`src/rtl/sdram_ctrl_module.sv`:
```
// sdram_ctrl_module
// Top-level sequencer for the SDRAM sub-modules. It runs the power-up init
// once. It then arbitrates between periodic auto-refresh and user write/read
// requests. It raises one start/hold line per sub-module and waits for that
// sub-module's one-cycle done pulse.
module sdram_ctrl_module #(
    parameter int unsigned      REF_W = 10,
    parameter logic [REF_W-1:0] T_REF = 10'd300
) (
    input  logic       CLK,
    input  logic       RSTn,
    output logic       Init_Start_Sig,
    input  logic       Init_Done_Sig,
    output logic [2:0] Func_Start_Sig,
    input  logic       Func_Done_Sig,
    input  logic       Wr_Req,
    input  logic       Rd_Req,
    output logic       Wr_Ack,
    output logic       Rd_Ack,
    output logic       Ready,
    output logic       Ref_Err
);

    typedef enum logic [2:0] {
        S_INIT,
        S_IDLE,
        S_AREF,
        S_WRITE,
        S_READ
    } state_t;

    localparam logic [2:0] FUNC_AREF  = 3'b100;
    localparam logic [2:0] FUNC_READ  = 3'b010;
    localparam logic [2:0] FUNC_WRITE = 3'b001;

    localparam logic [REF_W-1:0] C_REF_LAST = T_REF - 1'b1;

    state_t           r_state;
    logic             r_init_start;
    logic [2:0]       r_func_start;
    logic             r_wr_ack;
    logic             r_rd_ack;
    logic             r_ready;
    logic             r_ref_err;
    logic             r_ref_pending;
    logic [REF_W-1:0] r_ref_cnt;
    logic             r_rr_wr;       // 1: write wins the next write/read tie

    logic w_wr_req;
    logic w_rd_req;
    logic w_ref_wrap;

    // A request that is still high during its own ack cycle belongs to the
    // transfer just acknowledged. It only counts as new from the next cycle.
    assign w_wr_req   = Wr_Req & ~r_wr_ack;
    assign w_rd_req   = Rd_Req & ~r_rd_ack;
    assign w_ref_wrap = r_ready && (r_ref_cnt == C_REF_LAST);

    // Sequencer FSM, arbiter and refresh timer; every output is a register.
    always_ff @(posedge CLK) begin
        // NOTE: reset is synchronous, so RSTn is only looked at on the clock edge.
        if (!RSTn) begin
            r_state       <= S_INIT;
            r_init_start  <= 1'b0;
            r_func_start  <= 3'b000;
            r_wr_ack      <= 1'b0;
            r_rd_ack      <= 1'b0;
            r_ready       <= 1'b0;
            r_ref_err     <= 1'b0;
            r_ref_pending <= 1'b0;
            r_ref_cnt     <= '0;
            r_rr_wr       <= 1'b1;
        end else begin
            r_wr_ack <= 1'b0;
            r_rd_ack <= 1'b0;

            case (r_state)
                S_INIT: begin
                    if (Init_Done_Sig) begin
                        r_init_start <= 1'b0;
                        r_ready      <= 1'b1;
                        r_ref_cnt    <= '0;
                        r_state      <= S_IDLE;
                    end else begin
                        r_init_start <= 1'b1;
                    end
                end
                S_IDLE: begin
                    if (r_ref_pending) begin
                        r_ref_pending <= 1'b0;
                        r_func_start  <= FUNC_AREF;
                        r_state       <= S_AREF;
                    end else if (w_wr_req && (!w_rd_req || r_rr_wr)) begin
                        r_func_start <= FUNC_WRITE;
                        r_rr_wr      <= 1'b0;
                        r_state      <= S_WRITE;
                    end else if (w_rd_req) begin
                        r_func_start <= FUNC_READ;
                        r_rr_wr      <= 1'b1;
                        r_state      <= S_READ;
                    end
                end
                S_AREF, S_WRITE, S_READ: begin
                    if (Func_Done_Sig) begin
                        r_func_start <= 3'b000;
                        r_wr_ack     <= (r_state == S_WRITE);
                        r_rd_ack     <= (r_state == S_READ);
                        r_state      <= S_IDLE;
                    end
                end
                default: begin
                    r_init_start <= 1'b0;
                    r_func_start <= 3'b000;
                    r_state      <= S_INIT;
                end
            endcase

            // NOTE: this comes after the arbiter on purpose. When a wrap lands
            // on the same edge as an AREF grant, the later write keeps the new
            // interval's refresh pending.
            if (r_ready) begin
                if (w_ref_wrap) begin
                    r_ref_cnt     <= '0;
                    r_ref_pending <= 1'b1;
                    if (r_ref_pending) begin
                        r_ref_err <= 1'b1;
                    end
                end else begin
                    r_ref_cnt <= r_ref_cnt + 1'b1;
                end
            end
        end
    end

    assign Init_Start_Sig = r_init_start;
    assign Func_Start_Sig = r_func_start;
    assign Wr_Ack         = r_wr_ack;
    assign Rd_Ack         = r_rd_ack;
    assign Ready          = r_ready;
    assign Ref_Err        = r_ref_err;

endmodule

```
`config.mk`:
```
export PLATFORM = sky130hd
export DESIGN_NAME = sdram_ctrl_module
export DESIGN_NICKNAME = d
export VERILOG_FILES = /design/src/rtl/sdram_ctrl_module.sv
export SDC_FILE = /design/constraint.sdc
export NUM_CORES = 1
export LEC_CHECK = 0
export CAP_MARGIN = 20
export CORE_ASPECT_RATIO = 0.8
export CORE_MARGIN = 10
export CORE_UTILIZATION = 58
export DETAILED_ROUTE_END_ITERATION = 10
export PLACE_DENSITY = 0.82
export SKIP_CTS_REPAIR_TIMING = 1
export SLEW_MARGIN = 5
export SYNTH_ARGS = -nofsm -noshare
export SYNTH_HDL_FRONTEND = slang
export SYNTH_SLANG_ARGS = --single-unit
```
`constraint.sdc`:
```
create_clock -name CLK -period 2.7 [get_ports CLK]
set_input_delay 0.81 -clock CLK [delete_from_list [all_inputs] [get_ports CLK]]
set_output_delay 0.81 -clock CLK [all_outputs]
set_load 0.01 [all_outputs]
```
[Word level (Yosys, flattened, before mapping)]
Index checks and enable logic that the tools add are counted.
Word-level totals
  flip-flop bits (word level): 23
  latch bits: 0
  memory bits (writable): 0
  ROM bits: 0
  input bits: 6
  output and inout bits: 8
  memories: 0
Operators by class
  $add $sub $neg: 1
  $mul: 0
  divide/modulo/power cells: 0
  magnitude comparators: 0
  equal/unequal tests: 8
  shifts and indexed selects: 0
  mux-type cells: 22
  bitwise gates (word level): 6
  reductions and logical operators: 17
Operator list (count)
  $mux W10: 4
  $mux W3: 9
  $pmux W3 S3: 2
  $reduce_and A3 Y1: 5
  $add A10 B1 Y10 const B: 1
  $eq A10 B9 Y1 const B: 1
  $eq A3 B2 Y1 const B: 2
  $mux W1: 6
  $reduce_bool A2 Y1: 3
  $ne A2 B2 Y1 const B: 2
  $ne A4 B4 Y1 const B: 1
  $not A1 Y1: 4
  $reduce_and A2 Y1: 2
  $reduce_or A4 Y1: 1
  $eq A3 B1 Y1 const B: 1
  $eq A3 B3 Y1 const B: 1
  $logic_not A3 Y1: 1
  $reduce_or A3 Y1: 1
  $and A1 B1 Y1: 2
  $logic_and A1 B1 Y1: 2
  $pmux W1 S2: 1
  $logic_not A1 Y1: 1
  $logic_or A1 B1 Y1: 1

[Logic depth before layout (Yosys ltp)]
  depth in word-level cells: 8
  depth in mapped cells: 5
  mapped depth without buffers: 5

[Worst setup path after synthesis]
OpenSTA, ideal clock, no wires.
  kind: input port to flip-flop
  from: input port Rd_Req
  to: register r_state[0]
  setup time: 0.119 ns
  arrival time: 1.633 ns
  data required time: 2.581 ns
  setup slack: 0.948 ns
  stages on the path: 4
  buffers on the path: 0
  cells stage by stage: nor3b_1 nor2_1 o21a_1 o221a_2
Between the ends
  word-level cells in the longest chain between the ends: 7
  elaborated cells between the ends (all ways): 9
  classes of those cells: 1 x eq/ne; 3 x mux; 1 x bitwise; 4 x reduce/logical
RTL lines
  start: declaration: RTL line 17  | input logic Rd_Req,
  $and A1 B1 Y1 *: RTL line 56  | assign w_rd_req = Rd_Req & ~r_rd_ack;
  $logic_not A1 Y1: RTL line 93  | end else if (w_wr_req && (!w_rd_req || r_rr_wr)) begin
  $logic_or A1 B1 Y1: RTL line 93
  $logic_and A1 B1 Y1: RTL line 93
  $mux W3: RTL line 93
  $mux W3: RTL line 89  | if (r_ref_pending) begin
  $pmux W3 S3: RTL line 77  | case (r_state)
  end signal: assignment: RTL line 83  | r_state <= S_IDLE;
  end signal: assignment: RTL line 92  | r_state <= S_AREF;
  end signal: assignment: RTL line 96  | r_state <= S_WRITE;
  end: declaration: RTL line 38  | state_t r_state;
Mark *: on every way between the ends. The rest lies on a longest branch, timed or not.
A chain may end at the register's enable or synchronous reset.

[Final worst setup path]
  from: register r_ready (netlist: Ready)
  to: output port Ready
RTL lines
  start: declaration: RTL line 43  | logic r_ready;
  start signal: assignment: RTL line 68  | r_ready <= 1'b0;
  start signal: assignment: RTL line 81  | r_ready <= 1'b1;
  end: declaration: RTL line 20  | output logic Ready,
No word-level cell between the ends.

==> impl_metrics.ini <==
[clock_tree]
clk-insertion-delay-late_ns = 0.31
cts_buffer_depth = 2
cts_root_buf = clkbuf_4
clk_pin_slew_worst_paths_ns = 0.12
cts.sinks = 23
cts-buffers-inserted = 3
cts_tree = built
htree_levels = 1

[setup_path]
reg2reg_depth = 4
worstPathRequired_ns = 1.89
crit_buf_inv = 1
slowest_stage = clkdlybuf4s50_1
r2r_slack_ns = 0.87
cp-startpoint = Ready$_SDFFE_PN0P_
worstPathCellList = clkdlybuf4s50_1
cpPeakStageDelay_ns = 0.58
worstSetupPathType = flip-flop to output pin
timing.rr.end = Func_Start_Sig[1]$_SDFFE_PN0P_
cp-end-kind = output pin
arrival_ns = 1.35
cp_num_cells = 1
startpoint_type = flip-flop
worst-path-max-fanout = 6
rr_startpoint = r_state[1]$_SDFFE_PN0P_
crit_family = buffers and inverters
endpoint = Ready

[yosys]
yosysTopAreaCellShare_pct = 38.3
synth_largest_area_cell = dfxtp_1
async_flop_share_pct = 0
yosys-top-cells-area = dfxtp_1 (38%), nand2_1 (4.4%), nand3_1 (3.7%)
synth_common_cells = dfxtp_1 (23), nand2_1 (14), nor2_1 (10)
synth_flop_cell = dfxtp_1
ys_ff_latch = 23
synth_warnings = 0
synth_edf_count = 0
synth_most_common_cell = dfxtp_1
postSynthCellCount = 138
ys_seq_area_share_pct = 38.3
synth_fp_nets = 145
yosysUniqueCellTypes = 49
syn_area_um2 = 1200
syn_area_per_cell_um2 = 8.71

[power]
ir_worst_vdd_uv = 444
p_leak_nw = 0.461
powerDensity_nw_per_um2 = 462

[sta]
clock.fmax_mhz = 464
layout_worst_path_cycle_share_pct = 79.9
min_period_ns = 2.16
setup_viol = 0
setup_tns_ns = 0
fin_skew_ns = 0.00324
drv_slew = 0
max_slew_margin_pct = 63.0
hold_viol_final = 0
rsz0062_at_grt = no
tightestPinTransition_ns = 0.551

[grt]
use_met1_pct = 17.3
met2_usage_pct = 19.4
busiest_layer = met2
antenna_found_initial = 0
grt_use_total_pct = 12.7
grt_pass1_wl_um = 4630
grt.met3_usage_pct = 4.57
grt_pass1_vias = 962
globalRoute.totalOverflow = 0
grt_max_degree = 23

[cells_and_area]
area_growth_pct = 13.8
antenna_cells = 0
final_cells = 176
drive_gt1_share_pct = 9.21
nets = 160
final_area_um2 = 1370
fill_cells = 159
post-route-util_pct = 71.0

[route]
drtIter0Drc = 116
drc = 0
wl_per_cell_um = 15.4
first_pass_iters = 4
wirelength_um = 2710
dr_total_vias = 1063
ant_nets = 0
vias_per_cell = 6.04

[die]
start_util_pct = 62.4
ios = 14
fp.coreArea_um2 = 1930
die_h_um = 60.7
die_area_um2 = 4310
die_x_um = 70.9
core.rowCount = 14

[status]
status = finished, final reports clean

[hold_path]
hp-class = flip-flop to flip-flop
min_delay_path_depth = 2

[place]
place_inst = 172
io_buffers = 13
placed_area_um2 = 1340
gp_congestion = 0.827
hpwl_um = 1980

[job]
drv_cap = 0
==> layer usage <==
layer | share of wire [%] | vias to the layer above | wire length, um
met3 | 6.9 | 2 | 186
li1 | - | 533 | -
met2 | 45 | 24 | 1220
met4 | 0.29 | 0 | 8
met1 | 48 | 504 | 1300
met5 | 0 | - | 0
==> placed cells by master (no fill, tap or decap), drive strengths merged, types with 3 or more instances in the layout <==
master         instances
dfxtp                 23
nand2                 14
clkdlybuf4s50         13
o21ai                 11
nor2                  10
nand3                  9
a21boi                 7
nor2b                  5
a21oi                  5
nor3                   4
nor3b                  4
o21a                   4
a31oi                  4
clkbuf                 4
or3                    3
==> how the worst min path moves through the flow <==
stage	start	end
2_1_floorplan	r_ref_cnt[9]$_SDFFE_PN0P_	r_ref_cnt[9]$_SDFFE_PN0P_
3_3_place_gp	Func_Start_Sig[1]$_SDFFE_PN0P_	Func_Start_Sig[1]$_SDFFE_PN0P_
3_5_place_dp	Func_Start_Sig[2]$_SDFFE_PN0P_	Func_Start_Sig[2]$_SDFFE_PN0P_
4_1_cts	Func_Start_Sig[2]$_SDFFE_PN0P_	Func_Start_Sig[2]$_SDFFE_PN0P_
5_1_grt	r_ref_cnt[9]$_SDFFE_PN0P_	r_ref_cnt[9]$_SDFFE_PN0P_
6_report	Func_Start_Sig[1]$_SDFFE_PN0P_	Func_Start_Sig[1]$_SDFFE_PN0P_
==> kinds of logic (layout without fill, tap and decap cells) <==
| logic type | after synthesis | in the layout | share of synthesized area (%) |
|---|---|---|---|
| flops | 23 | 23 | 38.3 |
| fa+ha+maj | 1 | 1 | 1.04 |
| buf+inv | 7 | 21 | 3.54 |
| mux | 2 | 2 | 1.66 |
| simple gates | 64 | 64 | 31.5 |
| compound gates | 40 | 40 | 23.2 |
| xor+xnor | 1 | 1 | 0.729 |
==> final cells by class <==
class                   count  area, um^2  share of cell area, %
clock buffers               4        26.3                   1.92
inverters                   2        7.51                  0.548
multi-input cells         108         699                   51.1
flip-flops and latches     23         460                   33.6
well taps                  24        30.0                   2.19
repair buffers             15         145                   10.6
==> metrics by stage <==
step | hold WS (ns) | total power [mW] | worst slack [ns]
2_1_floorplan | 0.456 | 0.448 | 0.948
3_3_place_gp | 0.471 | 0.478 | 0.320
3_5_place_dp | 0.486 | 0.482 | 0.238
4_1_cts | 0.503 | 0.639 | 0.533
5_1_grt | 0.529 | 0.663 | 0.477
6_report | 0.502 | 0.633 | 0.543
==> power by group <==
| group | switching, mW | internal (mW) | leakage, nW |
|---|---|---|---|
| Combinational | 0.0540 | 0.0546 | 0.260 |
| Sequential | 0.0160 | 0.351 | 0.187 |
| Clock | 0.0999 | 0.0576 | 0.0150 |
==> registers in the layout (all words and copies together), names as in the netlist <==
register / count
r_ref_cnt: 10
r_ref_pending: 1
r_state: 3
Rd_Ack: 1
Ready: 1
Func_Start_Sig: 3
Init_Start_Sig: 1
r_rr_wr: 1
Ref_Err: 1
Wr_Ack: 1
(Power assumes the default switching activity.)
==> RTL edit, RTL diff (same flow settings) <==
Re-encode `state_t` (5 states) as one-hot, 5 bits wide.
--- a/src/rtl/sdram_ctrl_module.sv
+++ b/src/rtl/sdram_ctrl_module.sv
@@ -22,10 +22,10 @@
 );
 
-    typedef enum logic [2:0] {
-        S_INIT,
-        S_IDLE,
-        S_AREF,
-        S_WRITE,
-        S_READ
+    typedef enum logic [4:0] {
+        S_INIT  = 5'b00001,
+        S_IDLE  = 5'b00010,
+        S_AREF  = 5'b00100,
+        S_WRITE = 5'b01000,
+        S_READ  = 5'b10000
     } state_t;
 
Formal check against the unedited RTL: no difference found for any inputs over 10 cycles, from zero or initial values and one cycle with RSTn low; not proved beyond that.
==> RTL edit against the original RTL <==
- sequential cell count is 2 higher
- wire length is 13% higher
- worst setup slack better by 0.048 ns
- cell area is 5.1% higher
- total power is 24% higher
- clock skew is 0.0081 ns higher
- synthesized area is 4.7% higher
- via count is 12% higher
==> RTL edit: results (changes against the original RTL) <==
first-pass GRT wire length -> 5220 µm (+13%)
Synth area leaders -> dfxtp_1 (40%), nand2_1 (3.6%), nor2_1 (3.3%)
FF-to-FF setup slack -> 0.71 ns (-0.16 ns)
Post-Syn Instances -> 146 (+5.8%)
n_diodes -> 0 (unchanged)
Post-Layout Cell Count -> 184 (+4.5%)
layout cell share with drive strength beyond 1 -> 8.13% (-1.1 points)
fin nets -> 168 (+5.0%)
R2R depth -> 4 (unchanged)
Setup Skew -> 0.0113 ns (+0.00811 ns)
Clock power frac -> 22.6% (-2.3 points)
Routed WL -> 3060 µm (+13%)
CP max FO -> 8 (+2)
IR drop worst, VDD -> 0.420 mV (-5.3%)
Critical Path Slowest Stage Cell -> a311oi_2
max reg flops -> 10 (unchanged)
RR Startpoint -> r_state[1]
Biggest register -> r_ref_cnt
delay-heaviest family, CP -> compound AO/OA/AOI/OAI gates
worst min-delay path class -> register to register
DRT Pass-1 Iters -> 4 (unchanged)
status -> finished, final reports clean
DR iter-0 viols -> 136 (+17%)
HPWL after DPL -> 2220 µm (+12%)
clk_lat worst skew -> 0.33 ns (+0.02 ns)
initial antenna violation count -> 0 (unchanged)
EDFF count, synth -> 0 (unchanged)
async set-or-reset flop fraction in the synthesized netlist -> 0% (unchanged)
quantity of I/O buffers inserted on ports -> 13 (unchanged)
Worst Hold Launch -> Func_Start_Sig[0]
slowest stage delay, CP -> 0.56 ns (-0.02 ns)
slew margin rel. -> 57.4% (-5.6 points)
post-synthesis sequential area ratio -> 39.8% (+1.5 points)
Reg-to-Reg End -> Func_Start_Sig[1]
Yosys cell types -> 46 (-6.1%)
most frequent cells after synthesis -> dfxtp_1 (25), nand2_1 (12), nor2_1 (11)
Seq pwr share -> 52.8% (-5.1 points)
H-tree depth -> 1 (unchanged)
vias in the first global route -> 1091 (+13%)
Worst Hold Depth -> 2 (unchanged)
Setup WS pre-CTS -> 0.259 ns (+0.0211 ns)
Hold Path End -> Func_Start_Sig[0]
Num CTS Buffers -> 3 (unchanged)
Worst-path clk slew -> 0.14 ns (+0.02 ns)
Max clock buf depth -> 2 (unchanged)
max-slew violation total from the final report -> 0 (unchanged)
CTS Root Cell -> clkbuf_4
internal power -> 526 µW (+14%)
largest net degree at the start of global routing -> 15 (-35%)
Data arrival, critical path -> 2.37 ns (+1.02 ns)
yosys warns -> 0 (unchanged)
cell leakage power -> 0.494 nW (+7.1%)
FILL cells -> 160 (+0.63%)
post-route cell area -> 0.00144 mm² (+5.1%)
Routability Congestion -> 0.900 (+8.8%)
Vias/cell -> 6.49 (+7.4%)
total track usage -> 14.6% (+1.9 points)
RTL edit: cell types whose count changed after synthesis, sizes merged, moves of 4 or more:
cell / delta
nor3b: -4
nor4: +5
inv: +4
a21boi: -6
nand3: -4
RTL edit: stage by stage:
stage	power [mW]	hold slack (ns)
2_1_floorplan	0.556	0.464
3_3_place_gp	0.603	0.444
3_5_place_dp	0.611	0.457
4_1_cts	0.781	0.483
5_1_grt	0.821	0.521
6_report	0.787	0.473
RTL edit: worst max-delay path by stage:
stage	startpoint	endpoint	slack (ns)	cells after the start
final	RSTn	r_ref_cnt[7]	0.59	5
after global routing	RSTn	r_ref_cnt[4]	0.49	5
after CTS	RSTn	r_ref_cnt[7]	0.60	5
after detailed placement	RSTn	r_ref_cnt[7]	0.26	5
after global placement	RSTn	r_ref_cnt[7]	0.36	5
after floorplan	RSTn	r_ref_cnt[7]	0.87	4
RTL edit: cell type report:
| class | instances | share of cell area (%) |
|---|---|---|
| Timing Repair Buffer | 15 | 10.1 |
| Inverter | 7 | 1.83 |
| Sequential cell | 25 | 34.8 |
| Clock inverter | 1 | 0.348 |
| Clock buffer | 3 | 1.57 |
| Multi-Input combinational cell | 109 | 49.3 |
| Tap cell | 24 | 2.09 |
RTL edit: per-layer routing:
metal  wire, µm  GRT usage, %
met3        301          4.82
met5          0             0
met4          8          3.86
met2       1310          20.8
met1       1440          20.4
RTL edit: cell families (layout without fill, tap and decap cells):
group           Yosys count  in the layout  synth area share [%]
compound gates           48             48                  27.8
xor+xnor                  2              2                  1.39
fa+ha+maj                 1              1                 0.994
buf+inv                  12             26                  3.88
flops                    25             25                  39.8
mux                       2              2                  1.59
simple gates             56             56                  24.6
